<file path="config.mk">
export PLATFORM = sky130hd
export DESIGN_NAME = dmem_arbiter
export DESIGN_NICKNAME = d
export VERILOG_FILES = /design/src/rtl/dmem_arb_pkg.sv /design/src/rtl/dmem_arb_starve_ctr.sv /design/src/rtl/dmem_arbiter.sv
export SDC_FILE = /design/constraint.sdc
export NUM_CORES = 1
export LEC_CHECK = 0
export CAP_MARGIN = 5
export CORE_AREA = 2 2 99 101
export CTS_CLUSTER_SIZE = 16
export DETAILED_ROUTE_END_ITERATION = 10
export DIE_AREA = 0 0 101 103
export GPL_TIMING_DRIVEN = 0
export PLACE_DENSITY = 0.78
export SLEW_MARGIN = 10
export SYNTH_ARGS = -nofsm -noshare
export SYNTH_HDL_FRONTEND = slang
export SYNTH_SLANG_ARGS = --single-unit
</file>
<file path="constraint.sdc">
create_clock -name clk -period 2.5 [get_ports clk]
set_input_delay 0.25 -clock clk [delete_from_list [all_inputs] [get_ports clk]]
set_output_delay 0.25 -clock clk [all_outputs]
set_load 0.01 [all_outputs]
</file>
<file path="src/rtl/dmem_arb_pkg.sv">
// Shared types and constants for the data-memory arbiter.
package dmem_arb_pkg;

  typedef enum logic {
    ST_OPEN  = 1'b0,
    ST_LOCK1 = 1'b1
  } state_t;

  localparam logic PORT_PIPE = 1'b0;
  localparam logic PORT_DMA  = 1'b1;

  localparam int unsigned ADDR_W_DEF = 12;
  localparam int unsigned DATA_W_DEF = 32;

endpackage

</file>
<file path="src/rtl/dmem_arb_starve_ctr.sv">
// Saturating count of consecutive refused port-1 request cycles.
import dmem_arb_pkg::*;

module dmem_arb_starve_ctr (
  input  logic       clk,
  input  logic       rst,
  input  logic       req,
  input  logic       gnt,
  input  logic [3:0] limit,
  output logic       at_limit
);

  logic [3:0] cnt;

  // Clear when the requester is served or idle, count refusals up to the limit.
  always_ff @(posedge clk or negedge rst) begin
    if (!rst) begin
      cnt <= '0;
    end else if (!req || gnt) begin
      cnt <= '0;
    end else if (cnt < limit) begin
      cnt <= cnt + 4'd1;
    end
  end

  assign at_limit = (cnt == limit);

endmodule

</file>
<file path="src/rtl/dmem_arbiter.sv">
// Two-port data-memory arbiter: pipeline (port 0) has priority, DMA/debug
// (port 1) gets anti-starvation turns and an atomic lock.
// Optional macro DMEM_ARB_STATS_EN adds conflict and stall counters.
import dmem_arb_pkg::*;

module dmem_arbiter #(
  parameter int unsigned ADDR_W       = ADDR_W_DEF,
  parameter int unsigned DATA_W       = DATA_W_DEF,
  parameter int unsigned STARVE_LIMIT = 4
) (
  input  logic              clk,
  input  logic              rst,
  input  logic              p0_req,
  input  logic              p0_we,
  input  logic [1:0]        p0_store_type,
  input  logic [2:0]        p0_load_type,
  input  logic [ADDR_W-1:0] p0_addr,
  input  logic [DATA_W-1:0] p0_wdata,
  output logic              p0_gnt,
  output logic              p0_rvalid,
  output logic [DATA_W-1:0] p0_rdata,
  input  logic              p1_req,
  input  logic              p1_we,
  input  logic [1:0]        p1_store_type,
  input  logic [2:0]        p1_load_type,
  input  logic [ADDR_W-1:0] p1_addr,
  input  logic [DATA_W-1:0] p1_wdata,
  input  logic              p1_lock,
  output logic              p1_gnt,
  output logic              p1_rvalid,
  output logic [DATA_W-1:0] p1_rdata,
  output logic              stall,
  output logic              mem_write,
  output logic [1:0]        mem_store_type,
  output logic [2:0]        mem_load_type,
  output logic [ADDR_W-1:0] mem_addr,
  output logic [DATA_W-1:0] mem_wdata,
  input  logic [DATA_W-1:0] mem_rdata
`ifdef DMEM_ARB_STATS_EN
  ,
  output logic [15:0]       conflict_cnt,
  output logic [15:0]       p0_stall_cnt
`endif
);

  localparam logic [3:0] LIMIT = 4'(STARVE_LIMIT);

  state_t state_q, state_d;
  logic   at_limit;
  logic   rd_pend;
  logic   rd_port;

  dmem_arb_starve_ctr u_starve (
    .clk      (clk),
    .rst      (rst),
    .req      (p1_req),
    .gnt      (p1_gnt),
    .limit    (LIMIT),
    .at_limit (at_limit)
  );

  // State register.
  always_ff @(posedge clk or negedge rst) begin
    if (!rst) state_q <= ST_OPEN;
    else      state_q <= state_d;
  end

  // Lock is taken and released only on port-1 grants.
  always_comb begin
    state_d = state_q;
    case (state_q)
      ST_OPEN:  if (p1_gnt && p1_lock)  state_d = ST_LOCK1;
      ST_LOCK1: if (p1_gnt && !p1_lock) state_d = ST_OPEN;
      default:  state_d = ST_OPEN;
    endcase
  end

  // Grant decode; reset gates grants so all downstream outputs go quiet.
  always_comb begin
    p0_gnt = 1'b0;
    p1_gnt = 1'b0;
    if (rst) begin
      case (state_q)
        ST_OPEN: begin
          if (p0_req && !(at_limit && p1_req)) p0_gnt = 1'b1;
          else if (p1_req)                     p1_gnt = 1'b1;
        end
        ST_LOCK1: p1_gnt = p1_req;
        default: ;
      endcase
    end
  end

  assign stall = rst & p0_req & ~p0_gnt;

  // Route the winner's fields to memory; all zero when nobody is granted.
  always_comb begin
    mem_write      = 1'b0;
    mem_store_type = '0;
    mem_load_type  = '0;
    mem_addr       = '0;
    mem_wdata      = '0;
    if (p0_gnt) begin
      mem_write      = p0_we;
      mem_store_type = p0_store_type;
      mem_load_type  = p0_load_type;
      mem_addr       = p0_addr;
      mem_wdata      = p0_wdata;
    end else if (p1_gnt) begin
      mem_write      = p1_we;
      mem_store_type = p1_store_type;
      mem_load_type  = p1_load_type;
      mem_addr       = p1_addr;
      mem_wdata      = p1_wdata;
    end
  end

  // Remember which port issued a load so next-cycle data goes back to it.
  always_ff @(posedge clk or negedge rst) begin
    if (!rst) begin
      rd_pend <= 1'b0;
      rd_port <= PORT_PIPE;
    end else begin
      rd_pend <= (p0_gnt & ~p0_we) | (p1_gnt & ~p1_we);
      rd_port <= p1_gnt ? PORT_DMA : PORT_PIPE;
    end
  end

  // Response steering; the non-owning port sees zero data.
  always_comb begin
    p0_rvalid = rd_pend & (rd_port == PORT_PIPE);
    p1_rvalid = rd_pend & (rd_port == PORT_DMA);
    p0_rdata  = p0_rvalid ? mem_rdata : '0;
    p1_rdata  = p1_rvalid ? mem_rdata : '0;
  end

`ifdef DMEM_ARB_STATS_EN
  // Saturating conflict and stall statistics.
  always_ff @(posedge clk or negedge rst) begin
    if (!rst) begin
      conflict_cnt <= '0;
      p0_stall_cnt <= '0;
    end else begin
      if (p0_req && p1_req && conflict_cnt != '1) conflict_cnt <= conflict_cnt + 16'd1;
      if (stall && p0_stall_cnt != '1)            p0_stall_cnt <= p0_stall_cnt + 16'd1;
    end
  end
`endif

endmodule

</file>
---- After elaboration in Yosys (flattened, before gate mapping) ----
Cells that the tools add are included.
storage, ports and cells
  output and inout bits ................... 119
  word-level logic and storage cells ...... 53
  memories kept ........................... 0
  memory bits (writable) .................. 0
  latch bits .............................. 0
  ROM bits ................................ 0
  input bits .............................. 137
  register bits ........................... 7
cells by class
  reduce and logical (&&, ||, !) cells .... 9
  shifts and indexed selects .............. 0
  $mul .................................... 0
  $add $sub $neg .......................... 1
  $lt $le $gt $ge ......................... 1
  multiplexer cells ....................... 25
  div/mod/pow operators ................... 0
  eq/ne operators ......................... 1
  bitwise logic cells ..................... 12
operators with widths
  operator                                                                      count
  32-bit 2-to-1 mux                                                             4
  12-bit 2-to-1 mux                                                             2
  1-bit 2-to-1 mux                                                              11
  4-bit 2-to-1 mux                                                              2
  1-bit bitwise AND                                                             6
  3-bit 2-to-1 mux                                                              2
  1-bit NOT                                                                     5
  4-bit by 1-bit adder with 4-bit output, second input constant                 1
  4-bit by 3-bit == test with 1-bit output, second input constant               1
  1-bit logical AND                                                             4
  4-bit by 3-bit less-than comparator with 1-bit output, second input constant  1
  2-bit 2-to-1 mux                                                              2
  1-bit one-hot mux with 2 select lines                                         2
  1-bit zero test                                                               3
  2-bit nonzero test                                                            1
  1-bit logical OR                                                              1
  1-bit OR                                                                      1

---- Logic depth before layout (Yosys ltp) ----
  depth in word-level cells ............... 10
  gate-level depth with buffers ........... 7
  depth with buffers taken out ............ 5

---- Cells and area by module ----
A second synthesis with hierarchy kept.
second synthesis, totals
  cell total of the unflattened synthesis .. 187
  area total of the unflattened synthesis .. 1488.9 um^2
by module, submodules not included
  module               seq. area each (um^2)  times used  area an instance (um^2)  cells each
  dmem_arbiter         75.1                   1           1167.4                   152
  dmem_arb_starve_ctr  100.1                  1           321.6                    35

---- Worst setup path after synthesis ----
No wires, ideal clock.
  path kind ............................... reg2out
  start ................................... reg u_starve.cnt[0]
  end ..................................... out mem_wdata[17]
  arrival time ............................ 1.597 ns
  buffers on the path ..................... 2
  stages on the path, launching flop included .. 8
  setup slack ............................. 0.653 ns
  data required time ...................... 2.250 ns
  cells stage by stage .................... dfrtp_1 -> inv_1 -> ha_1 -> nand2_1 -> o311ai_2 -> buf_4 -> buf_6 -> mux2i_1
on the way
  longest elaborated chain between the ends .. 9
  elaborated cells between the ends (all ways) .. 12
  classes of those cells .................. 1 x eq/ne; 8 x mux; 3 x reduce/logical
RTL lines
  what                                          line                       text
  from (decl)                                   dmem_arb_starve_ctr.sv:13  logic [3:0] cnt;
  from (signal assigned)                        dmem_arb_starve_ctr.sv:22  cnt <= cnt + 4'd1;
  4-bit by 3-bit == test with 1-bit output (*)  dmem_arb_starve_ctr.sv:26  assign at_limit = (cnt == limit);
  1-bit logical AND (*)                         dmem_arbiter.sv:85         if (p0_req && !(at_limit && p1_req)) p0_gnt = 1'b1;
  1-bit zero test (*)                           dmem_arbiter.sv:85
  1-bit logical AND (*)                         dmem_arbiter.sv:85
  1-bit 2-to-1 mux                              dmem_arbiter.sv:85
  1-bit one-hot mux with 2 select lines         dmem_arbiter.sv:83         case (state_q)
  1-bit 2-to-1 mux                              dmem_arbiter.sv:82         if (rst) begin
  32-bit 2-to-1 mux                             dmem_arbiter.sv:109        end else if (p1_gnt) begin
  32-bit 2-to-1 mux (*)                         dmem_arbiter.sv:103        if (p0_gnt) begin
  to (decl)                                     dmem_arbiter.sv:37         output logic [DATA_W-1:0] mem_wdata,
Every way passes the cells marked *; elsewhere a longest branch is shown, timed or not.

---- Final worst setup path ----
  start ................................... reg u_starve.cnt[0]
  end ..................................... out mem_load_type[0]
on the way
  longest elaborated chain between the ends .. 9
  elaborated cells between the ends (all ways) .. 12
  classes of those cells .................. 1 x eq/ne; 8 x mux; 3 x reduce/logical
RTL lines
  what                                          line                       text
  4-bit by 3-bit == test with 1-bit output (*)  dmem_arb_starve_ctr.sv:26
  1-bit logical AND (*)                         dmem_arbiter.sv:85
  1-bit zero test (*)                           dmem_arbiter.sv:85
  1-bit logical AND (*)                         dmem_arbiter.sv:85
  1-bit 2-to-1 mux                              dmem_arbiter.sv:85
  1-bit one-hot mux with 2 select lines         dmem_arbiter.sv:83
  1-bit 2-to-1 mux                              dmem_arbiter.sv:82
  3-bit 2-to-1 mux                              dmem_arbiter.sv:109
  3-bit 2-to-1 mux (*)                          dmem_arbiter.sv:103
  to (decl)                                     dmem_arbiter.sv:35         output logic [2:0] mem_load_type,
Marks and branches as above.

==> flow_summary.ini <==
[worst_setup_path]
timing.rr.start = u_starve.cnt[0]
path_cells = inv_1 -> ha_1 -> nand2_1 -> o311ai_4 -> buf_6 -> buf_4 -> mux2i_1 -> dlygate4sd2_1
crit_required_ns = 2.25
cp.arrival_ns = 2.14
crit_buf_inv = 4
crit_start = u_starve.cnt[0]
cpLargestDelayFamily = buffers and inverters
worst-setup-path-type = flip-flop to output port
end_kind = output port
cpMaxStageDelayCell = dfrtp_1
max_stage_delay_ns = 0.40
cp_max_fo = 10
startpoint_type = flip-flop

[layout]
nets = 679
fin_util_pct = 47.4
finalInstanceArea_sq_mm = 0.00448
final_cell_mix = clkdlybuf4s50_1 (202), nand2_1 (103), mux2i_1 (49), dlygate4sd2_1 (40), and3_1 (34)
seq_area_sq_um = 175
area.growth.synth_to_final_pct = 154
n_fill_cell = 966
diodes = 0
layout_commonest_cell = clkdlybuf4s50_1
layout-drive-gt1-share_pct = 5.94
multiInputGateArea_sq_mm = 0.00147

[place]
dp_hpwl_microns = 8140
gp_congestion = 0.829
place_area_sq_mm = 0.00446
buffer_ports.inserted = 255

[routing]
drt_iter0_markers = 77
vias = 2936
antenna_left = 0
wire_per_inst_microns = 14.6
drtPass1Iterations = 4
vias_per_cell = 4.50
drc = 0
drt-total-wl_microns = 9550

[pwr]
p_leak_nw = 2.24
p_total_mw = 1.01
seq_power_share_pct = 12.8
combPwrFrac_pct = 71.3
vdd_drop_max_mv = 0.127
p_per_area_mw_per_mm2 = 225
switching_power_mw = 0.351
intPower_mw = 0.659
swShare_pct = 34.7
power_frac_clock_pct = 15.9

[clock_tree]
htree_levels = 1
clkLatencyLatePin_ns = 0.23
cts_made_buffers = 3
cts.sink_count = 7
cts_tree = built
root_buffer = clkbuf_8
clk_pin_slew_worst_paths_ns = 0.04
cts_buffer_depth = 2

[grt]
antenna_found_initial = 0
grtUsageMet3_pct = 4.61
use_met2_pct = 31.3
overflow = 0
grt_pass1_vias = 2865
grt_busiest_layer = met2
grt_max_degree = 13
use_met1_pct = 17.7
grt_usage_pct = 16.5
grt_pass1_wl_microns = 13700

[synth]
netlist_area_sq_mm = 0.00177
ys_seq_area_share_pct = 9.92
synth_ff_type = dfrtp_1
synth_enable_flop_cells = 0
syn-instance-count = 279
synth_fp_nets = 418
ys_types = 22
syn_area_per_cell_sq_um = 6.33
ys_ff_latch = 7
yosys_warnings = 0
ys_async_sr_fraction_pct = 100

[floorplanning]
die_h_microns = 103
num_rows = 36
initial_utilization_pct = 18.7
coreArea_sq_mm = 0.00946
die_width_microns = 101
ios = 256
die_area_sq_mm = 0.0104

[run_status]
status = finished, final reports clean

[worst_hold_path]
min_path_type = input port to flip-flop
min_from = rst

[sta]
worst_pin_slew_ns = 0.478
finClkSkew_ns = 0.000555
fin_crit_sh_pct = 95.7
setup_viol_count_final = 0
fmax_ghz = 0.418
slew_headroom_pct = 68.1
hold_viol = 0
rsz0062_at_grt = false
fin_crit_ns = 2.39
final_max_slew_viol_count = 0

[flow_run]
drv_cap = 0
==> final cells by class <==
cell class | instances | area share [%]
timing repair buffer | 257 | 55.2
multi-input combinational | 240 | 32.9
sequential | 7 | 3.91
buffer | 26 | 3.41
tap | 114 | 3.18
clock buffer | 4 | 1.01
inverter | 5 | 0.419
==> synthesized netlist by cell type, types with 2 or more instances <==
cell      instances  share of area (%)
and3_1           34                 12
nand2b_1          2               0.71
clkbuf_1         21                4.5
and2_1           34                 12
nor2b_1           2               0.71
mux2i_1          51                 29
nand2_1         103                 22
dfrtp_1           7                9.9
buf_2             4                1.1
nor2_1            3               0.64
a21oi_1           2               0.57
o21ai_0           2               0.57
ha_1              2                1.4
inv_1             4               0.85
==> stage by stage <==
step,hold slack (ns),setup WS [ns],setup TNS [ns],std cells
2_1_floorplan,-0.0456,0.653,0,279
3_3_place_gp,0.568,-0.692,-28.88,648
3_5_place_dp,0.577,-0.752,-31.12,648
4_1_cts,0.0720,-0.102,-0.202,652
5_1_grt,0.435,0.00591,0,653
6_report,0.377,0.107,0,653
==> cell families after synthesis <==
| group | after synthesis | share of synthesized area (%) |
|---|---|---|
| muxes | 51 | 28.9 |
| buffers and inverters | 32 | 7.72 |
| and+or+nand+nor | 178 | 48.1 |
| DFF | 7 | 9.92 |
| xor gates and xnor gates | 1 | 0.496 |
| AOI/OAI and AO/OA | 8 | 3.47 |
| adders and majority gates | 2 | 1.42 |
==> worst reg2reg max path, stage by stage, from the launching register on <==
cell and delay (ns):
dfrtp_1 0.40, inv_1 0.07, ha_1 0.14, nand2_1 0.08, o311ai_4 0.29, buf_6 0.17, buf_6 0.18, mux2i_1 0.24
==> repair_timing <==
action / 4_1_cts / 5_1_grt
cloned: 0 / 0
pin swaps: 1 / 0
setup buffers: 1 / 0
endpoints found under the setup margin: 53 / 14
gates resized for setup: 70 / 26
endpoints found under the hold margin: 0 / 7
hold buffers: 0 / 1
==> worst paths after layout <==
check	end	slack, ns	depth (start not counted)
max	mem_load_type[0]	0.11	8
min	rd_pend	0.38	3
max reg2reg	rd_pend	0.83	7
min reg2reg	u_starve.cnt[0]	0.61	2
max in group asynchronous	rd_port	1.69	2
min in group asynchronous	u_starve.cnt[2]	0.56	2
==> per-layer routing <==
| metal | up-vias | wire length [microns] |
|---|---|---|
| met5 | - | 0 |
| met4 | 0 | 229 |
| met3 | 17 | 990 |
| met2 | 179 | 4830 |
| met1 | 1301 | 3490 |
| li1 | 1439 | - |
==> power groups by stage <==
stage	sequential, mW	clock [mW]	combinational, mW
2_1_floorplan	0.128	0	0.281
3_3_place_gp	0.131	0	0.737
3_5_place_dp	0.132	0	0.748
4_1_cts	0.130	0.163	0.726
5_1_grt	0.131	0.167	0.777
6_report	0.130	0.160	0.719
No activity file was read; power rests on OpenSTA's default activity.
